File: config.mk
export PLATFORM = sky130hd
export DESIGN_NAME = tile_scheduler_p
export DESIGN_NICKNAME = d
export VERILOG_FILES = /design/src/rtl/tile_sched_pkg.sv /design/src/rtl/tile_loop_ctr.sv /design/src/rtl/tile_scheduler_p.sv
export SDC_FILE = /design/constraint.sdc
export NUM_CORES = 2
export LEC_CHECK = 0
export CORE_MARGIN = 3
export CORE_UTILIZATION = 58
export CTS_BUF_LIST = sky130_fd_sc_hd__clkbuf_4 sky130_fd_sc_hd__clkbuf_8
export DETAILED_ROUTE_END_ITERATION = 10
export PLACE_DENSITY = 0.81
export SLEW_MARGIN = 20
export SYNTH_ARGS = -nofsm -noshare
export SYNTH_HDL_FRONTEND = slang
export SYNTH_SLANG_ARGS = --single-unit
export TNS_END_PERCENT = 30
File: constraint.sdc
create_clock -name clk -period 15.35 [get_ports clk]
set_input_delay 1.535 -clock clk [delete_from_list [all_inputs] [get_ports clk]]
set_output_delay 1.535 -clock clk [all_outputs]
set_load 0.03 [all_outputs]
File: src/rtl/tile_sched_pkg.sv
// Shared types for the layer tile scheduler: FSM states, DMA kinds, flag bit positions.
package tile_sched_pkg;

    typedef enum logic [2:0] {
        IDLE, LD_W, LD_I, LD_B, PASS, WAIT_P, ST_O, DONE
    } state_t;

    typedef enum logic [1:0] {DMA_W, DMA_I, DMA_B, DMA_O} dma_kind_t;

    localparam int BIAS_BYTES = 4;
    localparam int FLG_FIRST  = 0;
    localparam int FLG_LAST   = 1;
    localparam int FLG_BIAS   = 3;

    function automatic logic is_dma(input state_t s);
        return (s == LD_W) || (s == LD_I) || (s == LD_B) || (s == ST_O);
    endfunction

endpackage

File: src/rtl/tile_loop_ctr.sv
// k/r/d tile counters for both loop orders, with next-value lookahead, first/last flags
// and the weight-reuse decision for the tile that follows the current one.
module tile_loop_ctr
    import tile_sched_pkg::*;
#(
    parameter int IDX_W = 7
) (
    input  logic             clk,
    input  logic             rst_n,
    input  logic             clear,
    input  logic             inc_d,
    input  logic             inc_kr,
    input  logic             pass_issue,
    input  logic             loop_order,
    input  logic             reuse_en,
    input  logic [IDX_W-1:0] num_k,
    input  logic [IDX_W-1:0] num_r,
    input  logic [IDX_W-1:0] num_d,
    output logic [IDX_W-1:0] k,
    output logic [IDX_W-1:0] r,
    output logic [IDX_W-1:0] d,
    output logic [IDX_W-1:0] k_nx,
    output logic [IDX_W-1:0] r_nx,
    output logic [IDX_W-1:0] d_nx,
    output logic             d_first,
    output logic             d_last,
    output logic             kr_last,
    output logic             skip_w
);
    logic             seen;
    logic             k_end, r_end;
    logic [IDX_W-1:0] k_adv, r_adv;

    assign k_end   = (k == num_k - IDX_W'(1));
    assign r_end   = (r == num_r - IDX_W'(1));
    assign d_first = (d == '0);
    assign d_last  = (d == num_d - IDX_W'(1));
    assign kr_last = k_end && r_end;

    // Position of the following output tile, independent of whether we advance now.
    always_comb begin
        k_adv = k;
        r_adv = r;
        if (!loop_order) begin
            if (r_end) begin
                r_adv = '0;
                k_adv = k + IDX_W'(1);
            end else begin
                r_adv = r + IDX_W'(1);
            end
        end else begin
            if (k_end) begin
                k_adv = '0;
                r_adv = r + IDX_W'(1);
            end else begin
                k_adv = k + IDX_W'(1);
            end
        end
    end

    assign k_nx = clear ? '0 : (inc_kr ? k_adv : k);
    assign r_nx = clear ? '0 : (inc_kr ? r_adv : r);
    assign d_nx = (clear || inc_kr) ? '0 : (inc_d ? d + IDX_W'(1) : d);

    // A single D tile with the same k as the pass just finished leaves the weights resident.
    assign skip_w = reuse_en && (num_d == IDX_W'(1)) && seen && (k_adv == k);

    always_ff @(posedge clk) begin
        if (!rst_n) begin
            k    <= '0;
            r    <= '0;
            d    <= '0;
            seen <= 1'b0;
        end else begin
            k <= k_nx;
            r <= r_nx;
            d <= d_nx;
            if (clear)           seen <= 1'b0;
            else if (pass_issue) seen <= 1'b1;
        end
    end

endmodule

File: src/rtl/tile_scheduler_p.sv
// Walks the K/R/D tile nest of one layer, sequencing weight/ifmap/bias loads, PE passes and ofmap stores.
// DMA request is registered and valid from the first cycle of each DMA state; each step waits on its completion pulse.
module tile_scheduler_p
    import tile_sched_pkg::*;
#(
    parameter int IDX_W  = 7,
    parameter int DIM_W  = 10,
    parameter int ADDR_W = 32,
    parameter int FLAG_W = 4
) (
    input  logic              clk,
    input  logic              rst_n,
    input  logic              uLD_en_i,
    input  logic [IDX_W-1:0]  tile_R_i,
    input  logic [IDX_W-1:0]  tile_D_i,
    input  logic [IDX_W-1:0]  tile_K_i,
    input  logic [IDX_W-1:0]  out_tile_R_i,
    input  logic [IDX_W-1:0]  num_tiles_R_i,
    input  logic [IDX_W-1:0]  num_tiles_D_i,
    input  logic [IDX_W-1:0]  num_tiles_K_i,
    input  logic [DIM_W-1:0]  in_C_i,
    input  logic [DIM_W-1:0]  in_D_i,
    input  logic [DIM_W-1:0]  out_C_i,
    input  logic [ADDR_W-1:0] base_ifmap_i,
    input  logic [ADDR_W-1:0] base_weight_i,
    input  logic [ADDR_W-1:0] base_bias_i,
    input  logic [ADDR_W-1:0] base_ofmap_i,
    input  logic [FLAG_W-1:0] flags_i,
    input  logic              loop_order_i,
    input  logic              reuse_en_i,
    output logic              dma_enable_o,
    output logic              dma_read_o,
    output logic [ADDR_W-1:0] dma_addr_o,
    output logic [ADDR_W-1:0] dma_len_o,
    input  logic              dma_interrupt_i,
    output logic              pass_info_vld_o,
    output logic [IDX_W-1:0]  pass_tile_R_o,
    output logic [IDX_W-1:0]  pass_tile_D_o,
    output logic [IDX_W-1:0]  pass_tile_K_o,
    output logic [IDX_W-1:0]  pass_out_tile_R_o,
    output logic [IDX_W-1:0]  pass_k_idx_o,
    output logic [IDX_W-1:0]  pass_r_idx_o,
    output logic [IDX_W-1:0]  pass_d_idx_o,
    output logic [FLAG_W-1:0] pass_flags_o,
    input  logic              pass_done_i,
    output logic              busy_o,
    output logic              layer_done_o
);
    state_t            state, nxt;
    dma_kind_t         kind;
    logic              clear, latch, inc_d, inc_kr;
    logic [IDX_W-1:0]  tile_r_q, tile_d_q, tile_k_q, otile_r_q, nr_q, nd_q, nk_q;
    logic [DIM_W-1:0]  in_c_q, out_c_q;
    logic [ADDR_W-1:0] base_i_q, base_w_q, base_b_q, base_o_q;
    logic [FLAG_W-1:0] flags_q, pflags;
    logic              order_q, reuse_q;
    logic [IDX_W-1:0]  k, r, d, k_nx, r_nx, d_nx;
    logic              d_first, d_last, kr_last, skip_w;
    logic [IDX_W-1:0]  tk_s, td_s;
    logic [ADDR_W-1:0] bw_s, len_i, len_w, len_b, len_o, req_addr, req_len;

    tile_loop_ctr #(.IDX_W(IDX_W)) u_ctr (
        .clk(clk), .rst_n(rst_n), .clear(clear), .inc_d(inc_d), .inc_kr(inc_kr),
        .pass_issue(state == PASS), .loop_order(order_q), .reuse_en(reuse_q),
        .num_k(nk_q), .num_r(nr_q), .num_d(nd_q),
        .k(k), .r(r), .d(d), .k_nx(k_nx), .r_nx(r_nx), .d_nx(d_nx),
        .d_first(d_first), .d_last(d_last), .kr_last(kr_last), .skip_w(skip_w)
    );

    always_comb begin
        nxt    = state;
        clear  = 1'b0;
        latch  = 1'b0;
        inc_d  = 1'b0;
        inc_kr = 1'b0;
        case (state)
            IDLE: begin
                clear = 1'b1;
                if (uLD_en_i) begin
                    latch = 1'b1;
                    nxt = (num_tiles_R_i == '0 || num_tiles_D_i == '0 || num_tiles_K_i == '0)
                          ? DONE : LD_W;
                end
            end
            LD_W: if (dma_interrupt_i) nxt = LD_I;
            LD_I: if (dma_interrupt_i) nxt = (d_first && flags_q[FLG_BIAS]) ? LD_B : PASS;
            LD_B: if (dma_interrupt_i) nxt = PASS;
            PASS: nxt = WAIT_P;
            WAIT_P: begin
                if (pass_done_i) begin
                    if (d_last) begin
                        nxt = ST_O;
                    end else begin
                        inc_d = 1'b1;
                        nxt   = LD_W;
                    end
                end
            end
            ST_O: begin
                if (dma_interrupt_i) begin
                    if (kr_last) begin
                        nxt = DONE;
                    end else begin
                        inc_kr = 1'b1;
                        nxt    = skip_w ? LD_I : LD_W;
                    end
                end
            end
            default: nxt = IDLE;
        endcase
    end

    // The descriptor is latched on the same edge that issues the first weight load, so that request reads the live inputs.
    assign tk_s = (state == IDLE) ? tile_K_i      : tile_k_q;
    assign td_s = (state == IDLE) ? tile_D_i      : tile_d_q;
    assign bw_s = (state == IDLE) ? base_weight_i : base_w_q;

    assign len_w = ADDR_W'(tk_s) * ADDR_W'(td_s);
    assign len_i = ADDR_W'(tile_r_q) * ADDR_W'(in_c_q) * ADDR_W'(tile_d_q);
    assign len_b = ADDR_W'(tile_k_q) * ADDR_W'(BIAS_BYTES);
    assign len_o = ADDR_W'(otile_r_q) * ADDR_W'(out_c_q) * ADDR_W'(tile_k_q);

    always_comb begin
        case (nxt)
            LD_I:    kind = DMA_I;
            LD_B:    kind = DMA_B;
            ST_O:    kind = DMA_O;
            default: kind = DMA_W;
        endcase
        case (kind)
            DMA_I: begin
                req_addr = base_i_q + (ADDR_W'(r_nx) * ADDR_W'(nd_q) + ADDR_W'(d_nx)) * len_i;
                req_len  = len_i;
            end
            DMA_B: begin
                req_addr = base_b_q + ADDR_W'(k_nx) * len_b;
                req_len  = len_b;
            end
            DMA_O: begin
                req_addr = base_o_q + (ADDR_W'(k_nx) * ADDR_W'(nr_q) + ADDR_W'(r_nx)) * len_o;
                req_len  = len_o;
            end
            default: begin
                req_addr = bw_s + (ADDR_W'(k_nx) * ADDR_W'(nd_q) + ADDR_W'(d_nx)) * len_w;
                req_len  = len_w;
            end
        endcase
    end

    always_comb begin
        pflags            = flags_q;
        pflags[FLG_FIRST] = d_first;
        pflags[FLG_LAST]  = d_last;
    end

    always_ff @(posedge clk) begin
        if (!rst_n) begin
            {tile_r_q, tile_d_q, tile_k_q, otile_r_q, nr_q, nd_q, nk_q} <= '0;
            {in_c_q, out_c_q, base_i_q, base_w_q, base_b_q, base_o_q}   <= '0;
            {flags_q, order_q, reuse_q}                                 <= '0;
        end else if (latch) begin
            tile_r_q  <= tile_R_i;
            tile_d_q  <= tile_D_i;
            tile_k_q  <= tile_K_i;
            otile_r_q <= out_tile_R_i;
            nr_q      <= num_tiles_R_i;
            nd_q      <= num_tiles_D_i;
            nk_q      <= num_tiles_K_i;
            in_c_q    <= in_C_i;
            out_c_q   <= out_C_i;
            base_i_q  <= base_ifmap_i;
            base_w_q  <= base_weight_i;
            base_b_q  <= base_bias_i;
            base_o_q  <= base_ofmap_i;
            flags_q   <= flags_i;
            order_q   <= loop_order_i;
            reuse_q   <= reuse_en_i;
        end
    end

    always_ff @(posedge clk) begin
        if (!rst_n) begin
            state        <= IDLE;
            dma_enable_o <= 1'b0;
            dma_read_o   <= 1'b0;
            dma_addr_o   <= '0;
            dma_len_o    <= '0;
            {pass_tile_R_o, pass_tile_D_o, pass_tile_K_o, pass_out_tile_R_o} <= '0;
            {pass_k_idx_o, pass_r_idx_o, pass_d_idx_o, pass_flags_o}         <= '0;
        end else begin
            state        <= nxt;
            dma_enable_o <= is_dma(nxt);
            dma_read_o   <= is_dma(nxt) && (kind != DMA_O);
            dma_addr_o   <= is_dma(nxt) ? req_addr : '0;
            dma_len_o    <= is_dma(nxt) ? req_len  : '0;
            if (nxt == PASS) begin
                pass_tile_R_o     <= tile_r_q;
                pass_tile_D_o     <= tile_d_q;
                pass_tile_K_o     <= tile_k_q;
                pass_out_tile_R_o <= otile_r_q;
                pass_k_idx_o      <= k;
                pass_r_idx_o      <= r;
                pass_d_idx_o      <= d;
                pass_flags_o      <= pflags;
            end
        end
    end

    assign busy_o          = (state != IDLE);
    assign layer_done_o    = (state == DONE);
    assign pass_info_vld_o = (state == PASS);

endmodule
======== Word level (Yosys, flattened, before mapping) ========
Index checks and enable logic that the tools add are counted.
storage, ports and cells
  memories ................................ 0
  latch bits .............................. 0
  register bits after elaboration ......... 347
  output and inout bits ................... 122
  RAM bits ................................ 0
  memory bits (read-only) ................. 0
cells by class
  equality and inequality tests ........... 21
  add/sub/neg operators ................... 13
  multiplexer cells ....................... 39
  multiply operators ...................... 12
  reductions and logical operators ........ 20
  bitwise gates (word level) .............. 1
  shift operators ......................... 0
  divide/modulo/power cells ............... 0
  $lt $le $gt $ge ......................... 0
operators by type and width
  kind                   count
  $mux W7                14
  $pmux W32 S3           1
  $pmux W24 S3           1
  $mul A7 B7 Y14         5
  $add A32 B32 Y32       2
  $mul A15 B24 Y32       2
  $mul A17 B7 Y24        2
  $add A14 B7 Y15        3
  $mul A7 B10 Y17        2
  $add A32 B16 Y32       1
  $add A32 B29 Y32       1
  $mux W32               1
  $mux W3                10
  $mul A15 B14 Y29       1
  $eq A7 B7 Y1           4
  $logic_not A7 Y1       4
  $add A7 B1 Y7 const B  3
  $pmux W3 S7            1
  $sub A7 B1 Y7 const B  3
  $eq A3 B3 Y1 const B   6
  $eq A3 B2 Y1 const B   4
  $mux W1                9
  $eq A7 B1 Y1 const B   1
  $eq A3 B1 Y1 const B   2
  12 further kinds       23

======== Longest topological paths before layout ========
  depth in word-level cells ............... 15
  mapped depth ............................ 64

======== Modules after synthesis ========
From an unflattened synthesis, not the netlist that was laid out.
unflattened totals
  cells, all modules ...................... 7746
  area, all modules ....................... 65614.2 µm²
by module, submodules not included
  module            cells an instance  area an instance (µm²)  instances
  tile_scheduler_p  7458               63433.3                 1
  tile_loop_ctr     288                2180.8                  1

======== Worst setup path after synthesis ========
OpenSTA, ideal clock, no wires.
  path type ............................... flip-flop to flip-flop
  start point ............................. register tile_r_q[1]
  end point ............................... register dma_addr_o[30]
  arrival ................................. 14.222 ns
  period minus slack after synthesis ...... 14.360 ns
  path buffers ............................ 2
  path slack .............................. 0.990 ns
  stages on the path, launching flop included .. 61
  path through ............................ dfxtp_1 -> clkbuf_1 -> and2_1 -> fa_1 -> inv_1 -> fa_1 -> inv_1 -> fa_1 -> inv_1 -> fa_1 -> inv_1 -> ha_1 -> a21boi_0 -> o21ai_0 -> a21boi_0 -> o21ai_0 -> a21boi_0 -> o21ai_0 -> [25 not listed] -> inv_1 -> fa_1 -> inv_1 -> fa_1 -> inv_1 -> ha_1 -> inv_1 -> o21bai_1 -> a21o_1 -> a21o_1 -> a21oi_1 -> o21ai_0 -> o21a_1 -> o32ai_1 -> xnor2_1 -> a21o_1 -> a221oi_1 -> a211oi_1
on the way
  word-level cells in the longest chain between the ends .. 5
RTL lines
  item                    line                     text
  from (decl)             tile_scheduler_p.sv:52   logic [IDX_W-1:0] tile_r_q, tile_d_q, tile_k_q, otile_r_q, nr_q, nd_q, nk_q;
  from (signal assigned)  tile_scheduler_p.sv:162  tile_r_q <= tile_R_i;
  $mul A7 B10 Y17         tile_scheduler_p.sv:119  assign len_i = ADDR_W'(tile_r_q) * ADDR_W'(in_c_q) * ADDR_W'(tile_d_q);
  $mul A17 B7 Y24         tile_scheduler_p.sv:119
  $mul A15 B24 Y32        tile_scheduler_p.sv:132  req_addr = base_i_q + (ADDR_W'(r_nx) * ADDR_W'(nd_q) + ADDR_W'(d_nx)) * len_i;
  $add A32 B32 Y32        tile_scheduler_p.sv:132
  $pmux W32 S3            tile_scheduler_p.sv:130  case (kind)
  to (signal assigned)    tile_scheduler_p.sv:194  dma_addr_o <= is_dma(nxt) ? req_addr : '0;
  to (decl)               tile_scheduler_p.sv:33   output logic [ADDR_W-1:0] dma_addr_o,
No other way between the ends.
A chain may end at the register's enable or synchronous reset.

======== Final worst setup path ========
Same ends and word-level chain as after synthesis.

==> results.tsv <==
metric	value	unit
clock_path_buffers	3	
clock_skew	0.0552	ns
io-pin-count	340	
cap_violations	0	
finalInstanceArea	71900	um^2
ctsRootBufferMaster	clkbuf_8	
placed_area	70000	um^2
cellLeakagePower	34.9	nW
crit_slowest_cell	xnor2_1	
dp_hpwl	160000	um
cp_max_fo	10	
r2r_start	tile_r_q[1]$_SDFFE_PN0P_	
p_total	3.75	mW
syn_inst	7851	
met1_usage	40.8	%
end_kind	register	
ys_warn_count	0	
num_rows	121	
cts.sinks	337	
async_flop_share	0	%
wl_per_cell	20.4	um
gp_congestion	1.04	
die_h	340	um
p_sw_share	44.4	%
grt_pass1_vias	57000	
power_frac_seq	27.6	%
synth_sequential_area_ratio	10.4	%
grt_overflow	0	
startpoint_type	register	
final_core_util	65.5	%
avgSynthCellArea	8.25	um^2
port_buffers	319	
status	finished clean	
r2r-end	dma_addr_o[30]$_SDFF_PN0_	
grt_most_used_layer	met2	
slew_headroom	18.4	%
timing.final.crit_period	14.73	ns
fin_nets	10100	
ys.flop_type	dfxtp_1	
cp.arrival	15.34	ns
insertion_delay	0.77	ns
combPwrFrac	43.1	%
initial_utilization	59.0	%
via_count	54900	
finalHoldViolCount	0	
rrSetupSlack	0.62	ns
fp.coreArea	110000	um^2
fillers	8969	
path_common_cell	fa_1	
drtPass1Iterations	8	
die_area	116000	um^2
regArea	6750	um^2
path_class	register to register	
hp-start	base_o_q[11]$_SDFFE_PN0P_	
cts_tree	built	
use_met2	54.5	%
h-tree-depth	3	
peakVddDrop	0.119	mV
setup_viol	0	
synth_area	64800	um^2
yosys.cell_types.count	96	
ys_ff_latch	337	
power.internal	2.08	mW
drt-total-wl	196000	um
final-instance-count-excl-fill	9619	
worstPathRequired	15.96	ns
syn_to_final_growth	11.0	%
dp_cells	9496	
post_drt_via_cell_ratio	5.71	
die_w	340	um
crit_end	dma_addr_o[30]$_SDFF_PN0_	
post-place-ws	0.0995	ns
synth_enable_flop_cells	0	
fin_crit_sh	96.0	%
powerDensity	52.2	nW/um^2
drc	0	
drv_slew	0	
drtIter0Drc	4526	
power_switching	1.67	mW
antenna_found_initial	9	
track_usage	34.1	%
holdBufCountCts	0	
use_met3	10.7	%
drive_gt1_share	4.93	%
ant_nets	0	
grt_max_degree	111	
clk_pin_slew	0.07	ns
grt_pass1_wl	309000	um
worst_path_largest_cell_delay	0.87	ns
fin_ws	0.616	ns
numCtsBuffers	66	
pwr-share-clk	29.3	%
max_freq	67.9	MHz
multi_input_area	51400	um^2
tightest_slew	1.22	ns
startpoint	tile_r_q[1]$_SDFFE_PN0P_	
hp-class	register to register	
r2r_cells	53	
[power groups by stage]
stage	clock network [mW]	logic, mW	registers [mW]
after floorplan	0	0.861	1.04
after global placement	0	1.52	1.04
after detailed placement	0	1.54	1.05
after CTS	1.12	1.56	1.03
after global routing	1.15	1.71	1.04
final	1.10	1.62	1.03
[synth_stat cells, types with 11 or more instances]
| cell | count | area share, % |
|---|---|---|
| nor3_1 | 58 | 0.45 |
| o21a_1 | 24 | 0.28 |
| a21boi_0 | 17 | 0.20 |
| nor2_1 | 333 | 1.9 |
| o21ai_0 | 132 | 1.0 |
| inv_1 | 1504 | 8.7 |
| mux2i_1 | 40 | 0.62 |
| a21oi_1 | 436 | 3.4 |
| a22oi_1 | 26 | 0.30 |
| a31oi_1 | 15 | 0.14 |
| and2_1 | 495 | 4.8 |
| a21o_1 | 79 | 0.92 |
| xnor2_1 | 189 | 2.6 |
| nand2b_1 | 68 | 0.66 |
| nor2b_1 | 45 | 0.43 |
| nand2_1 | 1523 | 8.8 |
| xor2_1 | 102 | 1.4 |
| a211oi_1 | 22 | 0.26 |
| and3_1 | 39 | 0.38 |
| dfxtp_1 | 337 | 10 |
| fa_1 | 1138 | 35 |
| nand3_1 | 38 | 0.29 |
| o31ai_1 | 11 | 0.13 |
| clkbuf_1 | 311 | 1.8 |
| o21bai_1 | 39 | 0.45 |
| ha_1 | 604 | 12 |
| or3_1 | 16 | 0.15 |
| buf_2 | 22 | 0.17 |
[routing by layer]
| metal | vias to the layer above | share of wire, % |
|---|---|---|
| li1 | 24300 | - |
| met1 | 27100 | 36 |
| met2 | 2666 | 46 |
| met3 | 726 | 11 |
| met4 | 10 | 6.9 |
| met5 | - | 0.034 |
[timing repair]
action / CTS / global route
setup buffers: 0 / 6
endpoints found under the hold margin: 0 / 0
endpoints found under the setup margin: 0 / 12
resized for setup: 0 / 65
[state kept, by name (all words and copies together) (netlist names), 10 cells and up]
| signal | count |
|---|---|
| base_w_q | 32 |
| dma_addr_o | 32 |
| dma_len_o | 24 |
| base_o_q | 32 |
| base_b_q | 32 |
| out_c_q | 10 |
| in_c_q | 10 |
| base_i_q | 32 |
[final cells by class]
class / instances / share of cell area [%]
inverter: 1507 / 7.88
timing repair buffer: 517 / 6.53
clock inverter: 24 / 0.554
multi-input combinational: 5665 / 71.5
clock buffer: 87 / 1.57
antenna: 6 / 0.0209
sequential: 337 / 9.39
tap: 1476 / 2.57
[critical path, delay by kind of cell (launching register included)]
kind / cells / cell delay, ns
fa+ha+maj: 17 / 8.25
compound gates: 20 / 3.49
flops: 1 / 0.31
buf+inv: 10 / 0.84
simple gates: 3 / 0.52
xor+xnor: 3 / 1.20
[how the worst min path moves through the flow]
stage	endpoint	slack [ns]	cells after the start
global placement	pass_flags_o[2]$_SDFFE_PN0N_	0.44	2
detailed placement	base_w_q[5]$_SDFFE_PN0P_	0.45	2
floorplan	pass_flags_o[2]$_SDFFE_PN0N_	0.43	2
finish	base_o_q[11]$_SDFFE_PN0P_	0.45	2
CTS	base_o_q[11]$_SDFFE_PN0P_	0.45	2
global route	base_o_q[11]$_SDFFE_PN0P_	0.47	2
[kinds of logic after synthesis]
logic type      Yosys count  share of synthesized area (%)
mux                      44                          0.688
compound gates          906                           8.53
buf+inv                1856                           10.9
other cells               1                        0.00579
fa+ha+maj              1742                           46.9
xor+xnor                295                           4.08
simple gates           2670                           18.6
flops                   337                           10.4
[placed cells by master, fill, tap and decap left out, drive strengths merged, types with 16 or more instances in the layout]
cell | netlist | layout
dfxtp | 337 | 337
a22oi | 26 | 26
buf | 38 | 198
or3 | 17 | 17
o21a | 24 | 24
o21bai | 39 | 39
xnor2 | 189 | 189
xor2 | 102 | 102
a21boi | 18 | 18
nand2 | 1524 | 1524
inv | 1505 | 1509
a21o | 79 | 79
nand2b | 69 | 69
and2 | 497 | 497
a211oi | 22 | 22
nand3 | 38 | 38
ha | 604 | 604
mux2i | 40 | 40
and3 | 39 | 39
o21ai | 137 | 137
nor3 | 60 | 60
clkdlybuf4s50 | 0 | 319
fa | 1138 | 1138
nor2 | 333 | 333
nor2b | 45 | 45
clkbuf | 311 | 87
a31oi | 16 | 16
a21oi | 438 | 438
[per-stage QoR]
step           hold WS, ns  TNS [ns]
2_1_floorplan        0.432         0
3_3_place_gp         0.437         0
3_5_place_dp         0.446         0
4_1_cts              0.453         0
5_1_grt              0.466    -0.122
6_report             0.452         0
Power figures use the tool's default switching activity.
